### src/rtl/alu_pkg.sv
// Shared ALU/sequencer definitions: opcode constants, FSM state encoding, default widths.
package alu_pkg;

  localparam int NBITS_DEF  = 8;
  localparam int COD_OP_DEF = 6;

  localparam logic [5:0] OP_ADD = 6'b100000;
  localparam logic [5:0] OP_SUB = 6'b100010;
  localparam logic [5:0] OP_AND = 6'b100100;
  localparam logic [5:0] OP_OR  = 6'b100101;
  localparam logic [5:0] OP_XOR = 6'b100110;
  localparam logic [5:0] OP_SRA = 6'b000011;
  localparam logic [5:0] OP_SRL = 6'b000010;
  localparam logic [5:0] OP_NOR = 6'b100111;

  typedef enum logic [2:0] {
    ST_GET_A   = 3'd0,
    ST_GET_B   = 3'd1,
    ST_GET_OP  = 3'd2,
    ST_EXEC    = 3'd3,
    ST_SEND    = 3'd4,
    ST_WAIT_TX = 3'd5
  } seq_state_e;

endpackage

### src/rtl/alu_uart_sequencer.sv
// Collects A, B and opcode bytes from the UART receiver, latches the ALU result and hands it to the
// transmitter. Define ALU_SEQ_OVERRUN_EN to add a sticky 'overrun' flag for bytes dropped while busy.
module alu_uart_sequencer
  import alu_pkg::*;
#(
  parameter int NBITS  = NBITS_DEF,
  parameter int COD_OP = COD_OP_DEF
) (
  input  logic              clk,
  input  logic              reset,
  input  logic [NBITS-1:0]  rx_data,
  input  logic              rx_done,
  output logic [NBITS-1:0]  operando_A,
  output logic [NBITS-1:0]  operando_B,
  output logic [COD_OP-1:0] cod_operacion,
  input  logic [NBITS-1:0]  alu_result,
  output logic [NBITS-1:0]  tx_data,
  output logic              tx_start,
  input  logic              tx_done,
  output logic              busy
`ifdef ALU_SEQ_OVERRUN_EN
  ,
  output logic              overrun
`endif
);

  seq_state_e        state_q, state_d;
  logic [NBITS-1:0]  a_q, a_d;
  logic [NBITS-1:0]  b_q, b_d;
  logic [COD_OP-1:0] op_q, op_d;
  logic [NBITS-1:0]  tx_q, tx_d;

  always_ff @(posedge clk or posedge reset) begin
    if (reset) begin
      state_q <= ST_GET_A;
      a_q     <= '0;
      b_q     <= '0;
      op_q    <= '0;
      tx_q    <= '0;
    end else begin
      state_q <= state_d;
      a_q     <= a_d;
      b_q     <= b_d;
      op_q    <= op_d;
      tx_q    <= tx_d;
    end
  end

  always_comb begin
    state_d = state_q;
    a_d     = a_q;
    b_d     = b_q;
    op_d    = op_q;
    tx_d    = tx_q;
    unique case (state_q)
      ST_GET_A: if (rx_done) begin
        a_d     = rx_data;
        state_d = ST_GET_B;
      end
      ST_GET_B: if (rx_done) begin
        b_d     = rx_data;
        state_d = ST_GET_OP;
      end
      ST_GET_OP: if (rx_done) begin
        op_d    = rx_data[COD_OP-1:0];
        state_d = ST_EXEC;
      end
      // Opcode register is already driving the ALU here, so its result is settled.
      ST_EXEC: begin
        tx_d    = alu_result;
        state_d = ST_SEND;
      end
      ST_SEND:    state_d = ST_WAIT_TX;
      ST_WAIT_TX: if (tx_done) state_d = ST_GET_A;
      default:    state_d = ST_GET_A;
    endcase
  end

  // Outputs decode straight from the state register: glitch-free and cleared with reset.
  assign tx_start      = (state_q == ST_SEND);
  assign busy          = (state_q == ST_EXEC) || (state_q == ST_SEND) || (state_q == ST_WAIT_TX);
  assign operando_A    = a_q;
  assign operando_B    = b_q;
  assign cod_operacion = op_q;
  assign tx_data       = tx_q;

`ifdef ALU_SEQ_OVERRUN_EN
  logic ovr_q;
  always_ff @(posedge clk or posedge reset) begin
    if (reset)              ovr_q <= 1'b0;
    else if (rx_done && busy) ovr_q <= 1'b1;
  end
  assign overrun = ovr_q;
`endif

endmodule

### config.mk
export PLATFORM = sky130hd
export DESIGN_NAME = alu_uart_sequencer
export DESIGN_NICKNAME = d
export VERILOG_FILES = /design/src/rtl/alu_pkg.sv /design/src/rtl/alu_uart_sequencer.sv
export SDC_FILE = /design/constraint.sdc
export NUM_CORES = 1
export LEC_CHECK = 0
export ABC_AREA = 0
export CORE_ASPECT_RATIO = 1.25
export CORE_UTILIZATION = 43
export DETAILED_ROUTE_END_ITERATION = 10
export PLACE_DENSITY = 0.84
export SLEW_MARGIN = 20
export SYNTH_ARGS = -nofsm -noshare
export SYNTH_HDL_FRONTEND = slang
export SYNTH_SLANG_ARGS = --single-unit
### constraint.sdc
create_clock -name clk -period 2 [get_ports clk]
set_input_delay 0.3 -clock clk [delete_from_list [all_inputs] [get_ports clk]]
set_output_delay 0.3 -clock clk [all_outputs]
set_load 0.01 [all_outputs]
==> impl_results.md <==
* Synth unique cells at 16
* Initial Utilization at 45.5%
* Share of cells above drive strength 1 at between 30% and 40%
* Row cnt at 22
* IO Count at 52
* Switching Fraction at 30.3%
* IO buf count at ~50
* Max VDD drop at 0.864 mV
* Comb power frac at about half
* Largest net degree at the start of global routing at 34
* # setup viols final at 0
* DR DRC count at 0
* GR Overflow Total at 0
* Final Skew at 6.01 ps
* Cells after synthesis at 86
* Clock group share of total power at 15.3%
* Die width at between 50 and 60 µm
* Final period util at 96.9%
* Crit path DAT at 1640 ps
* First-pass GRT wire length at 5040 µm
* Layout net count at around 170
* TritonCTS clock tree: built
* Max_cap viols at 0
* Achievable Freq at 0.516 GHz
* Fill cell count at 219
* Critical path's top delay family: buffers and inverters
* Number of global-route vias before repair at 1,015
* Hold/Removal Path Class: primary input to async pin
* Status: complete, no violations
* Critical path buffers and inverters at 1
* Initial antenna violation count at 0
* Slowest cell on the critical path: clkdlybuf4s50_1
* Total wire length at 2990 µm
* P_int at about 2.4 mW
* Core Area at just under 0.003 mm²
* Gpl congestion at about 0.76
* Syn_nets at roughly 110
* Die Area at 0.00335 mm²
* Bufs on Longest Clock Path at 2
* Ys Warns at 0
* Clock latency on the worst-skew pair at between 300 and 400 ps
* Placed instance count at ~170
* Crit path launch type: flip-flop
* Avg WL per Cell at 16.2 µm
* Period minus WS final at 1940 ps
* Flop pwr share at between 30% and 40%
* Setup crit end kind: output port
* Critical Path, Cell by Cell: nand2b_1 -> nand2_1 -> clkdlybuf4s50_1
* Area Overhead vs Synth at 51.5%
* WS Path Type: flip-flop to output port
* Synthesized area at 0.00134 mm²
* Pre-Repair DR Iteration Count at 4
* Synth Register Bits at 33
* RSZ-0062 raised after global routing: no
* Post-Route Setup TNS at 0 ps
* Least-Margin Pin Slew at around 400 ps
* Static leakage at approximately 0.87 nW
* Syn Area/Cell at roughly 16 µm²
* TritonCTS buffer count at 5
* Sw Pwr at 1.04 mW
* Final hold viol count at 0
* Hold_buf cts at 0
* Worst-path clk slew at 100 ps
* Power density over the cells at 1690 mW/mm²
* Antenna Cells at 0
* Chip height at 64.4 µm
* Vias at 944
* DP HPWL at 2150 µm
* H-tree levels at 2
* Root Driver: clkbuf_4
* Worst path required time at 1700 ps
* Vias/cell at 5.10
* CP max stage delay at 540 ps
* Global-route usage over all layers at 21.5%
* Non-Filler Instances at 185
* Routed Antenna Nets at 0
* Max-slew headroom at 73.1%
* Iter 0 DRT Violations at 10
* Sequential area share after synthesis at 61.6%
* CTS Sinks at 33
* Fin. max-slew vios at 0
* Crit path max fanout at 9
## placed cells by master, fill, tap and decap left out, types with 2 or more instances in the layout
cell	n
nand3b_1	2
dfrtp_2	3
nand2b_1	2
dfrtp_1	30
nor3b_1	2
clkbuf_4	5
buf_4	10
clkdlybuf4s50_1	50
mux2_2	30
## power groups by stage
stage               combinational [mW]  clock (mW)  sequential (mW)
finish                            1.65       0.523             1.25
global route                      1.76       0.565             1.31
CTS                               1.65       0.536             1.25
detailed placement                1.58           0             1.27
global placement                  1.53           0             1.25
floorplan                        0.676           0             1.33
## metal layers
metal  GRT usage [%]  share of wire, %  routed length, µm  vias up
li1                -                 -                  -      428
met1            24.7                38               1140      484
met2            34.9                56               1670       22
met3            6.34               3.3                100       10
met4            11.8               2.5                 76        0
met5               0                 0                  0        -
## synthesized netlist by cell type
cell type,count,area (µm²)
a21oi_1,1,5.00
and2_1,1,6.26
buf_2,4,20.0
buf_6,2,22.5
dfrtp_1,33,826
inv_1,1,3.75
mux2_2,30,338
nand2_1,1,3.75
nand2b_1,2,12.5
nand3b_1,2,15.0
nor3b_1,3,22.5
nor4b_1,1,8.76
nor4b_4,1,23.8
nor4bb_1,2,20.0
o21ai_0,1,5.00
or4_1,1,7.51
## kinds of logic after synthesis
family | count (synthesis) | share of synthesized area (%)
AOI/OAI and AO/OA | 2 | 0.746
buffers and inverters | 7 | 3.45
DFF | 33 | 61.6
muxes | 30 | 25.2
and+or+nand+nor | 14 | 8.96
## tightest hold or removal path, stage by stage
cell             delay, ps
clkdlybuf4s50_1        410
inv_1                   60
buf_4                  360
## what timing repair did
item,in CTS,in global routing
setup buffers,3,1
endpoints found under the setup margin,2,2
hold endpoints to repair,0,0
gates resized for setup,4,1
## path summary, 6_finish.rpt
check | start | end | slack [ps] | cells past startpoint
setup / recovery | state_q[1]$_DFFE_PP0P_ | busy | 60 | 3
hold / removal | reset | tx_data[5]$_DFFE_PP0N_ | 360 | 3
setup reg to reg | state_q[2]$_DFFE_PP0P_ | cod_operacion[0]$_DFFE_PP0P_ | 290 | 5
hold reg to reg | cod_operacion[2]$_DFFE_PP0P_ | cod_operacion[2]$_DFFE_PP0P_ | 510 | 1
max in group asynchronous | reset | state_q[2]$_DFFE_PP0P_ | 1330 | 3
min in group clk | cod_operacion[2]$_DFFE_PP0P_ | cod_operacion[2]$_DFFE_PP0P_ | 510 | 1
## metrics by stage
step                util, %  instance area, µm²  power (mW)  hold slack, ps  setup WS [ps]
global route           68.9                2030        3.63             404           17.6
CTS                    68.6                2020        3.44             361           31.7
floorplan                 -                1340        2.00             429            556
detailed placement     64.7                1900        2.85             495            102
finish                 68.9                2030        3.43             357           62.7
global placement       64.7                1900        2.77             487            177
## layout make-up
class	instances	area (µm²)	share of cell area (%)
Clock inverter	1	30.0	1.48
Inverter	1	3.75	0.185
Tap cell	36	45.0	2.22
Sequential cell	33	830	40.9
Timing Repair Buffer	61	588	29.0
Multi-Input combinational cell	46	479	23.6
Clock buffer	7	55.1	2.71
## state kept, by name (all words and copies together), names as in the netlist
signal	count
state_q	3
operando_B	8
tx_data	8
cod_operacion	6
operando_A	8
Power figures use the tool's default switching activity.
